<file path="config.mk">
export PLATFORM = sky130hd
export DESIGN_NAME = mem_wb_stage
export DESIGN_NICKNAME = d
export VERILOG_FILES = /design/src/rtl/mem_wb_stage.sv
export SDC_FILE = /design/constraint.sdc
export NUM_CORES = 1
export LEC_CHECK = 0
export CELL_PAD_IN_SITES_DETAIL_PLACEMENT = 2
export CELL_PAD_IN_SITES_GLOBAL_PLACEMENT = 2
export CORE_MARGIN = 1.5
export CORE_UTILIZATION = 33
export DETAILED_ROUTE_END_ITERATION = 16
export PLACE_DENSITY = 0.87
export SLEW_MARGIN = 5
export SYNTH_ARGS = -nofsm -noshare
export SYNTH_HDL_FRONTEND = slang
export SYNTH_SLANG_ARGS = --single-unit
</file>
<file path="constraint.sdc">
create_clock -name clk -period 13.16 [get_ports clk]
set_clock_uncertainty 0.05 [all_clocks]
set_input_delay 1.974 -clock clk [delete_from_list [all_inputs] [get_ports clk]]
set_output_delay 1.974 -clock clk [all_outputs]
set_load 0.02 [all_outputs]
</file>
<file path="src/rtl/mem_wb_stage.sv">
// MEM/WB pipeline register and write-back select for the RV32I core.
// Write-port outputs depend only on posedge state, so they settle before the negedge register-file write.
module mem_wb_stage #(
  parameter int XLEN = 32,
  parameter logic [XLEN-1:0] RESET_PC = 32'h0000_0000
) (
  input  logic            clk,
  input  logic            rst,
  input  logic            stall,
  input  logic            flush,
  input  logic            mem_valid,
  input  logic            mem_reg_write,
  input  logic [4:0]      mem_rd,
  input  logic [1:0]      mem_wd_sel,
  input  logic [2:0]      mem_funct3,
  input  logic [XLEN-1:0] mem_alu_result,
  input  logic [XLEN-1:0] mem_rdata,
  input  logic [XLEN-1:0] mem_pc,
  output logic            rf_we,
  output logic [4:0]      rf_waddr,
  output logic [XLEN-1:0] rf_wdata,
  output logic            wb_valid,
  output logic [XLEN-1:0] wb_pc,
  output logic [63:0]     instret
);

  logic            valid_q;
  logic            reg_write_q;
  logic [4:0]      rd_q;
  logic [1:0]      wd_sel_q;
  logic [2:0]      funct3_q;
  logic [XLEN-1:0] alu_q;
  logic [XLEN-1:0] rdata_q;
  logic [XLEN-1:0] pc_q;
  logic [63:0]     instret_q;

  always_ff @(posedge clk or posedge rst) begin
    if (rst) begin
      valid_q     <= 1'b0;
      reg_write_q <= 1'b0;
      rd_q        <= 5'd0;
      wd_sel_q    <= 2'b00;
      funct3_q    <= 3'b000;
      alu_q       <= '0;
      rdata_q     <= '0;
      pc_q        <= RESET_PC;
      instret_q   <= 64'd0;
    end else if (flush) begin
      // Only the bubble-defining bits change; payload fields keep their values.
      valid_q     <= 1'b0;
      reg_write_q <= 1'b0;
    end else if (!stall) begin
      valid_q     <= mem_valid;
      reg_write_q <= mem_reg_write & mem_valid;
      rd_q        <= mem_rd;
      wd_sel_q    <= mem_wd_sel;
      funct3_q    <= mem_funct3;
      alu_q       <= mem_alu_result;
      rdata_q     <= mem_rdata;
      pc_q        <= mem_pc;
      if (mem_valid) begin
        instret_q <= instret_q + 64'd1;
      end
    end
  end

  logic [1:0]      off;
  logic [7:0]      ld_byte;
  logic [15:0]     ld_half;
  logic [XLEN-1:0] load_data;

  always_comb begin
    off       = alu_q[1:0];
    ld_byte   = rdata_q[8*off +: 8];
    ld_half   = off[1] ? rdata_q[31:16] : rdata_q[15:0];
    load_data = rdata_q;
    case (funct3_q)
      3'b000:  load_data = {{(XLEN-8){ld_byte[7]}}, ld_byte};
      3'b100:  load_data = {{(XLEN-8){1'b0}}, ld_byte};
      3'b001:  load_data = {{(XLEN-16){ld_half[15]}}, ld_half};
      3'b101:  load_data = {{(XLEN-16){1'b0}}, ld_half};
      default: load_data = rdata_q;
    endcase
  end

  always_comb begin
    rf_wdata = alu_q;
    case (wd_sel_q)
      2'b01:   rf_wdata = load_data;
      2'b10:   rf_wdata = pc_q + XLEN'(4);
      default: rf_wdata = alu_q;
    endcase
  end

  assign rf_we    = valid_q & reg_write_q & (rd_q != 5'd0);
  assign rf_waddr = rd_q;
  assign wb_valid = valid_q;
  assign wb_pc    = pc_q;
  assign instret  = instret_q;

endmodule

</file>
==> results.json <==
{
  "vias_per_cell": 5.29,
  "grt_max_degree": 67,
  "drc_errors": 0,
  "synthDistinctLibCells": 53,
  "syn2layout_area_growth_pct": 39.1,
  "cap_violations": 0,
  "fin_crit_sh_pct": 44.0,
  "totalNegativeSetupSlack_ns": 0,
  "p_clk_share_pct": 31.8,
  "dr.pass1.iters": 4,
  "status": "completed",
  "cts-resized-gates": 0,
  "synth-seq-cells": 172,
  "clock.fmax_ghz": 0.173,
  "cts_made_buffers": 17,
  "vias": 7088,
  "worstSetupPathType": "flop to primary output",
  "yosysWarnings": 0,
  "post_drt_wl_per_cell_um": 23.7,
  "initial_utilization_pct": 33.9,
  "synthTopCellsByArea": "dfrtp_1 50%, mux2_2 14%, xor2_1 5.0%",
  "cp.arrival_ns": 3.77,
  "power_density_nw_per_um2": 134,
  "track_usage_pct": 24.0,
  "start_kind": "flop",
  "drt_wl_total_um": 31800,
  "rsz0062_at_grt": "false",
  "synth-edff-count": 0,
  "pwr-share-comb_pct": 27.1,
  "p_int_mw": 1.05,
  "worstHoldPathType": "flop to flop",
  "cp-end-kind": "primary output",
  "clk_pin_slew_ns": 0.07,
  "pre_cts_ws_ns": 7.81,
  "final_util_pct": 47.1,
  "yosysTopAreaCellShare_pct": 50.1,
  "insertion_delay_ns": 0.44,
  "slew_headroom_pct": 22.2,
  "rr_worst_depth": 5,
  "io_buffers": 246,
  "peakVddDrop_v": 0.0000625,
  "p_sw_share_pct": 34.2,
  "fin_nets": 1110,
  "layout-drive-gt1-share_pct": 16.6,
  "grt_pass1_wl_um": 48500,
  "io_pins": 247,
  "cts_hold_buf": 0,
  "netlist_area_um2": 8580,
  "worstPathRequired_ns": 11.14,
  "setup_viol": 0,
  "synth_cells": 762,
  "cts_tree": "yes",
  "seqPwrFrac_pct": 41.1,
  "async_flop_share_pct": 100,
  "placedCellCount": 1305,
  "dieArea_um2": 27000,
  "clockBufferDepth": 2,
  "yosysSeqAreaShare_pct": 50.1,
  "synth_top_area_cell": "dfrtp_1",
  "die_h_um": 164,
  "ys.flop_type": "dfrtp_1",
  "antenna_found_initial": 3,
  "core_area_um2": 25300,
  "dieWidth_um": 164,
  "drt_iter0_markers": 313,
  "leakage_nw": 4.90,
  "syn-num-nets": 878,
  "drtAntennaViolNets": 0,
  "fin_hold_ws_ns": 0.419,
  "critPathMaxFanout": 29,
  "ctsRootBufferMaster": "clkbuf_16",
  "grt_pass1_vias": 7885,
  "final.setup.worst_slack_ns": 7.37,
  "postCtsSetupBuffers": 0,
  "fin_crit_ns": 5.79,
  "dp_hpwl_um": 23200,
  "place.gp.congestion": 0.841,
  "grt_overflow": 0,
  "finalNonFillerCells": 1340,
  "clock-sinks": 172,
  "min_path_cells": 1,
  "slew_viol_final": 0,
  "rows": 58,
  "finalHoldViolations": 0,
  "syn_area_per_cell_um2": 11.3,
  "p_switching_mw": 0.547,
  "htree_levels": 4,
  "tightestPinTransition_ns": 1.17
}
## synth_stat cells, types with 12 or more instances
cell,count
o21ai_0,16
xnor2_1,41
nand3_1,42
mux2_2,108
o221ai_1,23
a21oi_1,12
and3_1,17
xor2_1,49
clkbuf_1,26
nand2_1,68
inv_1,16
nand4_1,23
nor3_1,15
nor2_1,37
dfrtp_1,172
## cell type report
cell class                      count  area (um^2)
Antenna cell                        3         7.51
Clock buffer                       17          425
Clock inverter                     15          165
Fill cell                        2567        13400
Inverter                           16         65.1
Multi-Input combinational cell    536         4060
Sequential cell                   172         4300
Tap cell                          330          413
Timing Repair Buffer              251         2500
## critical path, cell delays in order (launching register included)
cell and delay (ns):
dfrtp_1 0.37, inv_1 0.07, ha_1 0.54, buf_4 0.42
nand2b_1 0.94, a21oi_1 0.09, a21oi_1 0.18, o21ai_0 0.09
clkdlybuf4s50_1 0.63
## placed cells by master (no fill, tap or decap), types with 2 or more instances in the layout
cell / instances
a21oi_1: 12
or4_1: 2
diode_2: 3
xnor2_1: 41
nor4_1: 4
a32oi_1: 2
xor2_1: 49
and4_1: 7
dfrtp_1: 172
nor4_2: 4
and3_1: 17
inv_6: 6
nand3_1: 42
nand2_1: 68
nor2b_1: 5
o21ai_0: 16
o221ai_1: 23
a2bb2oi_1: 2
inv_8: 5
nor2_1: 37
nor3b_1: 2
buf_4: 5
and2_1: 4
nand2b_1: 3
nand4_1: 23
clkdlybuf4s50_1: 246
nor3_1: 15
clkinv_8: 3
o211ai_1: 8
inv_1: 15
a22oi_1: 2
mux2i_1: 8
clkbuf_16: 17
ha_1: 4
mux2_2: 108
nor3_2: 8
## kinds of logic after synthesis
logic type	count (synthesis)	synth area share [%]
xor gates and xnor gates	90	9.18
DFF	172	50.1
muxes	117	15.4
buffers and inverters	54	2.57
adders and majority gates	4	0.583
and+or+nand+nor	251	16.0
AOI/OAI and AO/OA	74	6.20
## power groups by stage
stage	clock network, mW	logic (mW)	registers [mW]
after detailed placement	0	0.433	0.664
after global placement	0	0.421	0.660
final	0.508	0.434	0.656
after floorplan	0	0.207	0.663
after global routing	0.541	0.462	0.664
after CTS	0.521	0.438	0.655
## stage by stage
step | total power, mW | instance area [um^2]
after global routing | 1.67 | 11900
after CTS | 1.61 | 11900
after detailed placement | 1.10 | 11300
after floorplan | 0.870 | 8580
final | 1.60 | 11900
after global placement | 1.08 | 11300
## registers in the layout, summed over array words and instances (netlist names)
register,flops
alu_q,32
wd_sel_q,2
rf_waddr,5
instret,64
rdata_q,32
reg_write_q,1
wb_pc,32
wb_valid,1
funct3_q,3
## worst paths after layout
| check | from | to | slack [ns] |
|---|---|---|---|
| max | wd_sel_q[0]$_DFFE_PP0P_ | rf_wdata[31] | 7.37 |
| min | instret[63]$_DFFE_PP0P_ | instret[63]$_DFFE_PP0P_ | 0.42 |
| max reg2reg | instret[0]$_DFFE_PP0P_ | instret[62]$_DFFE_PP0P_ | 10.70 |
| min reg2reg | instret[63]$_DFFE_PP0P_ | instret[63]$_DFFE_PP0P_ | 0.42 |
| max in group asynchronous | rst | instret[0]$_DFFE_PP0P_ | 9.77 |
| min in group asynchronous | rst | rf_waddr[1]$_DFFE_PP0P_ | 1.93 |
## routing by layer
metal | GRT usage [%] | up-vias | wire length [um]
met5 | 0 | - | 13
met4 | 6.45 | 2 | 530
met3 | 6.97 | 28 | 2140
met2 | 41.3 | 197 | 16000
met1 | 29.3 | 3664 | 13100
li1 | - | 3197 | -
Note: power is estimated with default switching activity, not from simulation.
